<file path="config.mk">
export PLATFORM = sky130hd
export DESIGN_NAME = sys_array_input_skew
export DESIGN_NICKNAME = d
export VERILOG_FILES = /design/src/rtl/sys_array_pkg.sv /design/src/rtl/sys_array_delay_line.sv /design/src/rtl/sys_array_input_skew.sv
export SDC_FILE = /design/constraint.sdc
export NUM_CORES = 1
export LEC_CHECK = 0
export CORE_MARGIN = 2
export CORE_UTILIZATION = 45
export CTS_BUF_LIST = sky130_fd_sc_hd__clkbuf_4
export CTS_CLUSTER_DIAMETER = 100
export DETAILED_ROUTE_END_ITERATION = 10
export PLACE_DENSITY = 0.78
export SYNTH_ARGS = -nofsm -noshare
export SYNTH_HDL_FRONTEND = slang
export SYNTH_SLANG_ARGS = --single-unit
</file>
<file path="constraint.sdc">
create_clock -name clock -period 1.3 [get_ports clock]
set_clock_uncertainty 0.05 [all_clocks]
set_input_delay 0.26 -clock clock [delete_from_list [all_inputs] [get_ports clock]]
set_output_delay 0.26 -clock clock [all_outputs]
set_load 0.01 [all_outputs]
</file>
<file path="src/rtl/sys_array_pkg.sv">
// Shared types and constants for the systolic-array input skew feeder.
// Latency: n/a (declarations only).
// Backpressure: n/a.
package sys_array_pkg;

  localparam int DEF_DATA_WIDTH = 8;
  localparam int DEF_ARRAY_H    = 4;

  typedef enum logic [1:0] {
    IDLE   = 2'd0,
    STREAM = 2'd1,
    DRAIN  = 2'd2
  } skew_state_t;

  // LSB position of lane `lane` inside a packed vector of `width`-bit elements.
  function automatic int lane_lsb(input int lane, input int width);
    return lane * width;
  endfunction

endpackage

</file>
<file path="src/rtl/sys_array_delay_line.sv">
// Fixed-depth register chain carrying data, valid and a tag bit-field.
// Latency: DEPTH cycles from input to output.
// Backpressure: none; advances on every clock edge.
module sys_array_delay_line
  import sys_array_pkg::*;
#(
  parameter int DATA_WIDTH = DEF_DATA_WIDTH,
  parameter int DEPTH      = 1,
  parameter int TAG_W      = 1
) (
  input  logic                  clock,
  input  logic                  reset_n,
  input  logic                  vld_i,
  input  logic [DATA_WIDTH-1:0] dat_i,
  input  logic [TAG_W-1:0]      tag_i,
  output logic                  vld_o,
  output logic [DATA_WIDTH-1:0] dat_o,
  output logic [TAG_W-1:0]      tag_o
);

  logic [DATA_WIDTH-1:0] dat_q [DEPTH];
  logic                  vld_q [DEPTH];
  logic [TAG_W-1:0]      tag_q [DEPTH];

  // Shift every stage one step per edge; reset clears the whole chain at once.
  always_ff @(posedge clock or negedge reset_n) begin
    if (!reset_n) begin
      for (int s = 0; s < DEPTH; s++) begin
        dat_q[s] <= '0;
        vld_q[s] <= 1'b0;
        tag_q[s] <= '0;
      end
    end else begin
      dat_q[0] <= dat_i;
      vld_q[0] <= vld_i;
      tag_q[0] <= tag_i;
      for (int s = 1; s < DEPTH; s++) begin
        dat_q[s] <= dat_q[s-1];
        vld_q[s] <= vld_q[s-1];
        tag_q[s] <= tag_q[s-1];
      end
    end
  end

  assign dat_o = dat_q[DEPTH-1];
  assign vld_o = vld_q[DEPTH-1];
  assign tag_o = tag_q[DEPTH-1];

endmodule

</file>
<file path="src/rtl/sys_array_input_skew.sv">
// Diagonal-skew feeder: lane i of each accepted vector emerges i+1 cycles later.
// Latency: lane 0 one cycle, lane ARRAY_H-1 ARRAY_H cycles.
// Backpressure: in_ready drops for ARRAY_H-1 cycles after a tile's last vector.
module sys_array_input_skew
  import sys_array_pkg::*;
#(
  parameter int DATA_WIDTH = DEF_DATA_WIDTH,
  parameter int ARRAY_H    = DEF_ARRAY_H
) (
  input  logic                          clock,
  input  logic                          reset_n,
  input  logic                          in_valid,
  output logic                          in_ready,
  input  logic [ARRAY_H*DATA_WIDTH-1:0] in_data,
  input  logic                          in_last,
  output logic [ARRAY_H*DATA_WIDTH-1:0] out_data,
  output logic [ARRAY_H-1:0]            out_valid,
  output logic                          out_last,
  output logic                          busy
);

  // Counter only needs to hold ARRAY_H-2 (the largest load value).
  localparam int CNT_W = (ARRAY_H > 2) ? $clog2(ARRAY_H - 1) : 1;
  localparam logic [CNT_W-1:0] DRAIN_LOAD = CNT_W'((ARRAY_H >= 2) ? ARRAY_H - 2 : 0);

  skew_state_t      state_q, state_d;
  logic [CNT_W-1:0] drain_cnt_q, drain_cnt_d;
  logic             hs;
  logic [ARRAY_H-1:0] lane_tag;

  // Ready is a pure function of state so there is no path from in_valid.
  assign in_ready = (state_q != DRAIN);
  assign hs       = in_valid & in_ready;
  assign busy     = (state_q != IDLE);

  // State register and drain counter.
  always_ff @(posedge clock or negedge reset_n) begin
    if (!reset_n) begin
      state_q     <= IDLE;
      drain_cnt_q <= '0;
    end else begin
      state_q     <= state_d;
      drain_cnt_q <= drain_cnt_d;
    end
  end

  // Next-state: the last vector opens a drain window covering the full skew.
  always_comb begin
    state_d     = state_q;
    drain_cnt_d = drain_cnt_q;
    case (state_q)
      IDLE, STREAM: begin
        if (hs) begin
          if (in_last) begin
            if (ARRAY_H > 1) begin
              state_d     = DRAIN;
              drain_cnt_d = DRAIN_LOAD;
            end else begin
              state_d = IDLE;
            end
          end else begin
            state_d = STREAM;
          end
        end
      end
      DRAIN: begin
        if (drain_cnt_q == '0) begin
          state_d = IDLE;
        end else begin
          drain_cnt_d = drain_cnt_q - CNT_W'(1);
        end
      end
      default: begin
        state_d     = IDLE;
        drain_cnt_d = '0;
      end
    endcase
  end

  // One chain per lane; empty slots enter as zero data with valid low.
  for (genvar i = 0; i < ARRAY_H; i++) begin : g_lane
    localparam int  LSB     = lane_lsb(i, DATA_WIDTH);
    localparam bit  IS_LAST = (i == ARRAY_H - 1);

    logic [DATA_WIDTH-1:0] lane_dat;
    logic                  lane_tag_in;

    assign lane_dat    = hs ? in_data[LSB +: DATA_WIDTH] : '0;
    assign lane_tag_in = IS_LAST ? (hs & in_last) : 1'b0;

    sys_array_delay_line #(
      .DATA_WIDTH (DATA_WIDTH),
      .DEPTH      (i + 1),
      .TAG_W      (1)
    ) u_delay (
      .clock   (clock),
      .reset_n (reset_n),
      .vld_i   (hs),
      .dat_i   (lane_dat),
      .tag_i   (lane_tag_in),
      .vld_o   (out_valid[i]),
      .dat_o   (out_data[LSB +: DATA_WIDTH]),
      .tag_o   (lane_tag[i])
    );
  end

  // Only the last lane ever carries a set tag; the others are constant zero.
  assign out_last = |lane_tag;

endmodule

</file>
======== Word-level counts from Yosys, hierarchy flattened ========
Cells that the tools add are included.
word-level totals
  register bits ........................... 92
  output and inout bits ................... 39
  logic and storage cells ................. 48
cells by class
  $add $sub $neg .......................... 1
  equal/unequal tests ..................... 7
  mux-type cells .......................... 12
  bitwise logic cells ..................... 2
  reductions and logical operators ........ 6
operator list
  kind                                                  count
  two-way mux 8 bit                                     4
  two-way mux 2 bit                                     6
  != test 2 bit (second input constant)                 4
  case mux 2 bit (2 select lines)                       2
  zero test 2 bit                                       2
  AND reduction 3 bit                                   1
  bitwise AND 1 bit                                     2
  equality test 2 x 1 -> 1 bit (second input constant)  1
  equality test 2 bit (second input constant)           1
  != test 2 x 1 -> 1 bit (second input constant)        1
  AND reduction 2 bit                                   1
  nonzero test 2 bit                                    1
  OR reduction 2 bit                                    1
  subtractor 2 x 1 -> 2 bit (second input constant)     1

======== Logic depth before layout (Yosys ltp) ========
Gate-level depths: netlist (run 1).
  word-level depth ........................ 4
  depth in mapped cells ................... 4

======== Hierarchy ========
A second synthesis (run 1) with hierarchy kept.
second synthesis, totals
  cells, all modules ...................... 187
  area total of the unflattened synthesis .. 3150.5 um^2
modules (own cells, without submodules)
  module                                     instances  cells each  area each (um^2)  seq. area each (um^2)
  sys_array_delay_line at g_lane[3].u_delay  1          48          1061.0            1001.0
  sys_array_delay_line at g_lane[2].u_delay  1          38          810.8             750.7
  sys_array_delay_line at g_lane[1].u_delay  1          28          560.5             500.5
  sys_array_input_skew                       1          63          467.9             100.1
  sys_array_delay_line at g_lane[0].u_delay  1          10          250.2             250.2

======== Worst setup path before layout (run 1) ========
Ideal clock, no wire load.
  kind .................................... register to register
  start point ............................. register drain_cnt_q[0]
  end point ............................... register drain_cnt_q[1]
  arrival time ............................ 1.191 ns
  data required time ...................... 1.163 ns
  path slack .............................. -0.027 ns
  stages on the path, launching flop included .. 5
  buffers on the path ..................... 0
  clock period less this slack ............ 1.327 ns
  cells stage by stage .................... dfrtp_1 > inv_1 > ha_1 > or4b_1 > o211ai_1
between the ends
  cells in the longest elaborated chain, start to end .. 3
  elaborated cells on any way between the ends .. 6
ends and longest elaborated chain
  what                                                                    RTL line                                                text
  start, declared                                                         sys_array_input_skew.sv:27                              logic [CNT_W-1:0] drain_cnt_q, drain_cnt_d;
  start signal, assigned                                                  sys_array_input_skew.sv:43                              drain_cnt_q <= drain_cnt_d;
  subtractor 2 x 1 -> 2 bit or zero test 2 bit (tied branches)            sys_array_input_skew.sv:70, sys_array_input_skew.sv:67
  two-way mux 2 bit or != test 2 bit (tied branches)                      -
  case mux 2 bit (2 select lines) or AND reduction 3 bit (tied branches)  -
Parallel ways exist; a longest one is shown, timed or not. The select of a mux whose other input is x is not followed.
A chain may end at the register's enable or synchronous reset.

======== Final worst setup path (run 1) ========
  start point ............................. register state_q[0]
  end point ............................... output busy
between the ends
  cells in the longest elaborated chain, start to end .. 1
ends and longest elaborated chain
  what                    RTL line                    text
  start, declared         sys_array_input_skew.sv:26  skew_state_t state_q, state_d;
  start signal, assigned  sys_array_input_skew.sv:42  state_q <= state_d;
  nonzero test 2 bit      sys_array_input_skew.sv:34  assign busy = (state_q != IDLE);
  end, declared           sys_array_input_skew.sv:19  output logic busy
No other way between the ends.

==> impl_metrics.yaml, run 1 <==
cells_and_area:
  layout-area-overhead-vs-synth_pct: 28.2
  antenna_cells: 0
  design_area_um2: 3680
  drive_gt1_share_pct: 32.3
  fin_nets: 283
grt:
  grt_overflow: 0
  grt_pass1_vias: 1575
  grt_max_degree: 31
  grt_pass1_wl_um: 7200
  antenna_found_initial: 0
  track_usage_pct: 13.6
worst_setup_path:
  path_class: "flop to primary output"
  critPathMaxFanout: 3
  critPathLaunchType: "flop"
  worstSetupEndpointType: "primary output"
  rrSetupSlack_ps: -120
  reg2reg_to: "drain_cnt_q[1]$_DFFE_PN0P_"
  reg2reg_from: "drain_cnt_q[0]$_DFFE_PN0P_"
  arrival_ps: 1200
  cp.required_ps: 990
  rr_worst_depth: 4
synth:
  syn-num-nets: 214
  ys.warnings.count: 0
  netlist_area_um2: 2870
  netlist_instances: 177
  yosysSeqAreaShare_pct: 80.2
  syn_area_per_cell_um2: 16.2
  ys_seq_elements: 92
  yosys.cell_types.count: 21
sta:
  rsz0062_at_grt: "true"
  timing.setup.tns_ps: -471
  fin_ws_ps: -206
  min_period_ps: 1510
  fin_crit_sh_pct: 116
  worst_slew_pin_slew_ps: 365
  fmax_mhz: 664
  relSlewSlack_pct: 75.7
  finalHoldViolCount: 0
  holdWs_ps: 223
  drv_slew: 0
  finalSetupViolCount: 3
power_and_ir_drop:
  p_leak_nw: 1.95
  vdd_drop_max_mv: 1.09
  p_per_area_nw_per_um2: 1660
  power_mw: 6.12
clock_tree:
  clock_latency_ps: 420
  clock_path_buffers: 2
  cts_made_buffers: 9
  clock_sinks: 92
  clkTransAtPathRegs_ps: 140
  htreeDepth: 3
  cts_tree: "built"
  cts_root_buffer: "clkbuf_4"
detailed_routing:
  drcViolationCount: 0
  top_layer: "met4"
  firstDrtPassIters: 4
  wl_met3_um: 257
  wl_per_cell_um: 12.7
  met1_length_um: 1640
  met2_wirelength_um: 2120
  wl_um: 4160
  vias: 1467
  via_per_inst: 4.47
  detail-route-antenna-nets: 0
  drt-initial-drc-count: 85
floorplanning:
  die_area_um2: 7030
  die_x_um: 83.8
  die_h_um: 83.8
  io-pin-count: 75
  core_area_um2: 6240
  start_util_pct: 46.0
  rows: 29
place:
  place_congestion: 0.729
  placed_cell_area_um2: 3610
  portBuffers: 74
  post-place-ws_ps: -162
  dpl.hpwl_um: 2890
outcome:
  run_status: "finished with violations"
  violations: "setup timing"
hold_path:
  holdCritPathClass: "primary input to async pin"
run:
  drv_cap: 0
==> how the worst max path moves through the flow <==
stage                          startpoint  cells after the start                    endpoint  slack, ps
2_1_floorplan  drain_cnt_q[0]$_DFFE_PN0P_                      4  drain_cnt_q[1]$_DFFE_PN0P_        -30
3_3_place_gp       state_q[1]$_DFFE_PN0P_                      2                        busy       -150
3_5_place_dp       state_q[1]$_DFFE_PN0P_                      2                        busy       -160
4_1_cts            state_q[1]$_DFFE_PN0P_                      2                        busy       -230
5_1_grt            state_q[0]$_DFFE_PN0P_                      2                        busy       -260
6_report           state_q[0]$_DFFE_PN0P_                      2                        busy       -210
==> routing by layer <==
metal  track usage (%)  vias to the layer above
li1                  -                      692
met1              15.9                      704
met2              21.5                       58
met3              3.36                       13
met4              10.3                        0
met5                 0                        -
==> sequential cells by signal (all words and copies together) (netlist names) <==
name,count
g_lane.u_delay.dat_q,48
g_lane.u_delay.dat_o,32
g_lane.u_delay.tag_q,3
drain_cnt_q,2
g_lane.u_delay.vld_o,2
g_lane.u_delay.vld_q,2
state_q,2
g_lane.u_delay.tag_o,1
==> critical path, stage by stage (launching register included) <==
cell and delay [ps]:
dfrtp_1 420, or2_4 230, buf_6 120
==> cells by family after synthesis <==
kind of cell               Yosys count  share of synthesized area (%)
DFF                                 92                           80.2
and+or+nand+nor                     41                           9.33
buffers and inverters               37                           8.59
AOI/OAI and AO/OA                    6                           1.40
adders and majority gates            1                          0.436
==> repair_timing <==
item | 4_1_cts | 5_1_grt
endpoints found under the hold margin | 92 | 0
setup endpoints to repair | 41 | 33
hold buffers | 1 | 0
gates resized for setup | 163 | 10
pin swaps | 0 | 3
setup buffers | 4 | 0
==> through the flow <==
stage,instances,utilization [%]
floorplan,177,-
global placement,307,57.8
detailed placement,307,57.8
CTS,328,58.2
global route,328,58.9
finish,328,58.9
==> final cells by class <==
cell class | count | area (um2)
timing repair buffer | 93 | 774
inverter | 2 | 7.51
fill | 499 | 2560
clock buffer | 10 | 75.1
sequential | 92 | 2300
multi-input combinational | 48 | 350
tap | 77 | 96.3
clock inverter | 6 | 71.3
==> cells in the final DEF (no fill, tap or decap), drive strengths merged <==
master,count
or4b,1
inv,4
clkbuf,10
ha,1
and2,1
dlygate4sd3,1
dfrtp,92
or2,1
clkinvlp,2
o21a,1
o211ai,1
nor4b,1
and4b,1
clkdlybuf4s50,34
clkinv,1
a211o,1
and3,33
bufinv,1
nand2b,1
nand2,1
buf,58
nand3b,1
o22ai,1
a21oi,2
==> synthesized netlist by cell type <==
master	number	area (um2)
dfrtp_1	92	2300
and3_1	33	206
buf_4	28	210
clkbuf_1	5	18.8
a21oi_1	2	10.0
inv_1	2	7.51
a211o_1	1	8.76
and2_1	1	6.26
and4b_1	1	10.0
buf_2	1	5.00
clkbuf_2	1	5.00
ha_1	1	12.5
nand2_1	1	3.75
nand2b_2	1	8.76
nand3b_1	1	7.51
nor4b_1	1	8.76
o211ai_1	1	7.51
o21a_1	1	7.51
o22ai_1	1	6.26
or2_2	1	6.26
or4b_1	1	10.0
==> power breakdown <==
part,internal (mW),total (mW),switching (mW)
sequential,3.24,3.36,0.119
combinational,0.680,1.22,0.540
clock,0.625,1.53,0.910
total,4.55,6.12,1.57
Note: power is estimated with default switching activity, not from simulation.
==> run 2, diff against run 1 <==
--- a/config.mk
+++ b/config.mk
@@ -6,11 +6,11 @@
 export NUM_CORES = 1
 export LEC_CHECK = 0
 export CORE_MARGIN = 2
-export CORE_UTILIZATION = 45
+export CORE_UTILIZATION = 50
 export CTS_BUF_LIST = sky130_fd_sc_hd__clkbuf_4
 export CTS_CLUSTER_DIAMETER = 100
 export DETAILED_ROUTE_END_ITERATION = 10
-export PLACE_DENSITY = 0.78
+export PLACE_DENSITY = 0.82
 export SYNTH_ARGS = -nofsm -noshare
 export SYNTH_HDL_FRONTEND = slang
 export SYNTH_SLANG_ARGS = --single-unit
==> constraint.sdc (replaced) <==
create_clock -name clock -period 1.6 [get_ports clock]
set_clock_uncertainty 0.05 [all_clocks]
set_input_delay 0.32 -clock clock [delete_from_list [all_inputs] [get_ports clock]]
set_output_delay 0.32 -clock clock [all_outputs]
set_load 0.01 [all_outputs]
==> impl_metrics.yaml, run 2 (synthesis gave the netlist of run 1 again) <==
cells_and_area:
  fill_cells: 434
  antenna_cells: 0
  finalNonFillerCells: 316
  drive_gt1_share_pct: 12.3
  final_common_cell: "dfrtp_1"
  design_area_um2: 3680
  layout-area-overhead-vs-synth_pct: 28.2
  final_cell_mix: "92 x dfrtp_1, 37 x dlygate4sd2_1, 34 x clkdlybuf4s50_1"
  post-route-util_pct: 66.4
  largest_register_ff_count: 48
  regMostFlops: "g_lane.u_delay.dat_q"
  multi_input_area_um2: 328
  fin_nets: 276
  seq_area_um2: 2300
worst_setup_path:
  reg2reg_to: "drain_cnt_q[1]$_DFFE_PN0P_"
  reg2reg_from: "drain_cnt_q[0]$_DFFE_PN0P_"
  rrSetupSlack_ps: 160
  worstSetupEndpointType: "primary output"
  path_class: "flop to primary output"
  crit_chain: "or2_4 > buf_6"
  critPathLaunchType: "flop"
  critical_path_buf_inv_count: 1
  arrival_ps: 1180
  critPathMaxFanout: 4
  crit_slowest_cell: "dfrtp_1"
  crit_family: "flip-flops"
  rr_worst_depth: 4
  cpPeakStageDelay_ps: 420
  cp.required_ps: 1230
power_and_ir_drop:
  p_clk_share_pct: 27.3
  power_mw: 4.90
  p_switching_mw: 1.20
  seqPwrFrac_pct: 55.9
  p_leak_nw: 1.98
  p_int_mw: 3.70
  p_comb_share_pct: 16.8
  vdd_drop_max_mv: 0.846
  p_per_area_nw_per_um2: 1330
  power_switching_share_pct: 24.6
grt:
  antenna_found_initial: 0
  grt_pass1_vias: 1436
  grt_overflow: 0
  grt_pass1_wl_um: 6900
  grt_max_degree: 49
  track_usage_pct: 15.4
sta:
  worst_slew_pin_slew_ps: 360
  relSlewSlack_pct: 76.0
  fin_ws_ps: 54.1
  drv_slew: 0
  finalHoldViolCount: 0
  timing.setup.tns_ps: 0
  finalSetupViolCount: 0
  min_period_ps: 1550
  fin_crit_sh_pct: 96.6
  fmax_mhz: 647
  holdWs_ps: 308
  rsz0062_at_grt: "true"
clock_tree:
  cts_made_buffers: 9
  clock_latency_ps: 400
  cts_tree: "built"
  cts_root_buffer: "clkbuf_4"
  clkTransAtPathRegs_ps: 130
  clock_sinks: 92
  htreeDepth: 3
  clock_path_buffers: 2
floorplanning:
  die_x_um: 79.8
  die_h_um: 79.8
  io-pin-count: 75
  start_util_pct: 51.8
  rows: 27
  die_area_um2: 6360
  core_area_um2: 5540
detailed_routing:
  detail-route-antenna-nets: 0
  wl_um: 4370
  drcViolationCount: 0
  via_per_inst: 4.60
  vias: 1453
  drt-initial-drc-count: 53
  firstDrtPassIters: 4
  wl_per_cell_um: 13.8
place:
  dpl.hpwl_um: 3040
  placed_cell_area_um2: 3520
  dp.cells: 295
  post-place-ws_ps: 53.5
  place_congestion: 0.655
  portBuffers: 74
outcome:
  run_status: "finished, final reports clean"
hold_path:
  holdCritPathClass: "primary input to async pin"
run:
  drv_cap: 0
run 2: cell count changes in the layout (fill, tap and decap cells not counted), moves of 2 or more:
cell	change
dlygate4sd2_1	+37
inv_2	-2
buf_4	-3
buf_2	-32
buf_6	-6
buf_12	-2
clkinv_1	+2
clkinvlp_4	-2
inv_1	+2
run 2: cell type report:
cell class	instances	area share [%]
clock inverters	7	2.45
clock buffers	9	1.84
inverters	2	0.204
multi-input cells	48	8.91
repair buffers	86	21.6
flip-flops and latches	92	62.6
well taps	72	2.45
run 2: per-layer routing:
metal	global-route usage [%]	vias up	part of all wire [%]
li1	-	677	-
met2	25.3	46	54
met1	17.8	723	39
met4	9.66	0	2.0
met3	4.19	7	5.5
met5	0	-	0
run 2: timing repair:
action	in CTS	in global routing
hold endpoints to repair	25	0
resized for setup	47	1
endpoints found under the setup margin	39	2
hold buffers	1	0
pin swaps	0	0
buffers inserted	3	1
run 2: worst register-to-register path: cells and delay by family, from the launching register on:
kind | cells | cell delay, ps
compound gates | 1 | 90
fa+ha+maj | 1 | 240
buf+inv | 1 | 60
flops | 1 | 410
simple gates | 1 | 510
run 2: how the worst max path moves through the flow:
stage / from / to / slack (ps) / cells past startpoint
after floorplan: drain_cnt_q[0]$_DFFE_PN0P_ / drain_cnt_q[1]$_DFFE_PN0P_ / 270 / 4
after global placement: state_q[0]$_DFFE_PN0P_ / busy / 60 / 2
after detailed placement: state_q[0]$_DFFE_PN0P_ / busy / 50 / 2
after CTS: state_q[0]$_DFFE_PN0P_ / busy / 30 / 2
after global routing: state_q[0]$_DFFE_PN0P_ / busy / -10 / 2
final: state_q[0]$_DFFE_PN0P_ / busy / 50 / 2
run 2: power groups by stage:
stage / clock network [mW] / registers, mW / logic [mW]
2_1_floorplan: 0 / 2.79 / 0.450
3_3_place_gp: 0 / 2.78 / 0.814
3_5_place_dp: 0 / 2.81 / 0.844
4_1_cts: 1.38 / 2.75 / 0.807
5_1_grt: 1.48 / 2.78 / 0.894
6_report: 1.34 / 2.74 / 0.822
==> run 3, diff against run 2 <==
--- a/config.mk
+++ b/config.mk
@@ -5,7 +5,8 @@
 export SDC_FILE = /design/constraint.sdc
 export NUM_CORES = 1
 export LEC_CHECK = 0
-export CORE_MARGIN = 2
+export CORE_ASPECT_RATIO = 1.25
+export CORE_MARGIN = 8
 export CORE_UTILIZATION = 50
 export CTS_BUF_LIST = sky130_fd_sc_hd__clkbuf_4
 export CTS_CLUSTER_DIAMETER = 100
==> impl_metrics.yaml, run 3 (synthesis gave the netlist of run 1 again) <==
clock_tree:
  cts_root_buffer: "clkbuf_4"
  cts_tree: "built"
  clock_latency_ps: 420
  clkTransAtPathRegs_ps: 130
  cts_made_buffers: 9
  htreeDepth: 3
  clock_sinks: 92
  clock_path_buffers: 2
  post_cts_buffers: 0
detailed_routing:
  vias: 1498
  detail-route-antenna-nets: 0
  top_layer: "met4"
  wl_met3_um: 396
  wl_um: 4890
  met1_length_um: 1860
  wl_per_cell_um: 15.9
  via_per_inst: 4.88
  drcViolationCount: 0
  met2_wirelength_um: 2480
  firstDrtPassIters: 4
  drt-initial-drc-count: 61
power_and_ir_drop:
  power_mw: 4.76
  vdd_drop_max_mv: 0.591
  p_per_area_nw_per_um2: 1310
  p_leak_nw: 1.96
sta:
  timing.setup.tns_ps: 0
  fin_crit_sh_pct: 97.0
  relSlewSlack_pct: 75.9
  rsz0062_at_grt: "true"
  fmax_mhz: 645
  finalHoldViolCount: 0
  holdWs_ps: 306
  worst_slew_pin_slew_ps: 361
  min_period_ps: 1550
  finalSetupViolCount: 0
  drv_slew: 0
grt:
  antenna_found_initial: 0
  grt_overflow: 0
  grt_pass1_vias: 1632
  track_usage_pct: 12.5
  grt_pass1_wl_um: 8060
  grt_max_degree: 36
cells_and_area:
  drive_gt1_share_pct: 12.0
  finalNonFillerCells: 307
  fin_nets: 273
  final_cell_mix: "92 x dfrtp_1, 37 x dlygate4sd2_1, 34 x clkdlybuf4s50_1"
  final_common_cell: "dfrtp_1"
  layout-area-overhead-vs-synth_pct: 27.1
  largest_register_ff_count: 48
  antenna_cells: 0
  design_area_um2: 3650
  regMostFlops: "g_lane.u_delay.dat_q"
  fill_cells: 418
worst_setup_path:
  cp.required_ps: 1230
  reg2reg_to: "drain_cnt_q[1]$_DFFE_PN0P_"
  path_class: "flop to primary output"
  rrSetupSlack_ps: 140
  critPathLaunchType: "flop"
  arrival_ps: 1180
  worstSetupEndpointType: "primary output"
  reg2reg_from: "drain_cnt_q[0]$_DFFE_PN0P_"
  rr_worst_depth: 4
  critPathMaxFanout: 3
floorplanning:
  rows: 31
  die_h_um: 101
  io-pin-count: 75
  core_area_um2: 5660
  die_x_um: 83.8
  start_util_pct: 50.7
  die_area_um2: 8430
hold_path:
  hold_depth: 0
  hold_end: "g_lane[3].u_delay.dat_q[8]$_DFF_PN0_"
  min-delay-start: "g_lane[3].u_delay.dat_q[16]$_DFF_PN0_"
  holdCritPathClass: "flop to flop"
place:
  placed_cell_area_um2: 3540
  dpl.hpwl_um: 3530
  portBuffers: 74
  dp.cells: 290
  place_congestion: 0.746
run:
  drv_cap: 0
outcome:
  run_status: "finished, final reports clean"
run 3: what timing repair did:
| item | CTS | global route |
|---|---|---|
| endpoints found under the hold margin | 25 | 0 |
| hold buffers | 1 | 0 |
| resized for setup | 47 | 1 |
| endpoints found under the setup margin | 39 | 2 |
run 3: worst max-delay path by stage:
stage | from | to | slack (ps) | cells after the start
2_1_floorplan | drain_cnt_q[0]$_DFFE_PN0P_ | drain_cnt_q[1]$_DFFE_PN0P_ | 270 | 4
3_3_place_gp | state_q[1]$_DFFE_PN0P_ | busy | 110 | 2
3_5_place_dp | state_q[0]$_DFFE_PN0P_ | busy | 110 | 2
4_1_cts | state_q[0]$_DFFE_PN0P_ | busy | 10 | 2
5_1_grt | state_q[1]$_DFFE_PN0P_ | busy | -10 | 2
6_report | state_q[0]$_DFFE_PN0P_ | busy | 50 | 2
run 3: cell type report:
type,instances,area (um2),share of cell area (%)
timing repair buffer,83,790,21.7
clock inverter,7,73.8,2.02
clock buffer,9,67.6,1.85
tap,66,82.6,2.26
multi-input combinational,48,323,8.85
sequential,92,2300,63.1
inverter,2,7.51,0.206
run 3: routing by layer:
layer	GRT usage [%]	vias to the layer above
met1	13.1	753
met2	20.3	59
li1	-	676
met4	7.99	0
met5	0	-
met3	5.42	10
run 3: metrics by stage:
| step | utilization [%] | setup slack, ps |
|---|---|---|
| 6_report | 64.4 | 48.8 |
| 5_1_grt | 64.4 | -11.8 |
| 2_1_floorplan | - | 273 |
| 4_1_cts | 64.3 | 9.53 |
| 3_3_place_gp | 62.4 | 113 |
| 3_5_place_dp | 62.4 | 107 |
run 3: worst max-delay path, stage by stage (launching register included):
cell and delay (ps):
dfrtp_1 420, or2_4 230, buf_6 120
run 3: power by group:
group | total (mW) | internal, mW | switching [mW] | leakage (nW)
Combinational | 0.796 | 0.412 | 0.384 | 0.684
Clock | 1.23 | 0.485 | 0.744 | 0.0767
Sequential | 2.74 | 2.64 | 0.104 | 1.20
Total | 4.76 | 3.53 | 1.23 | 1.96
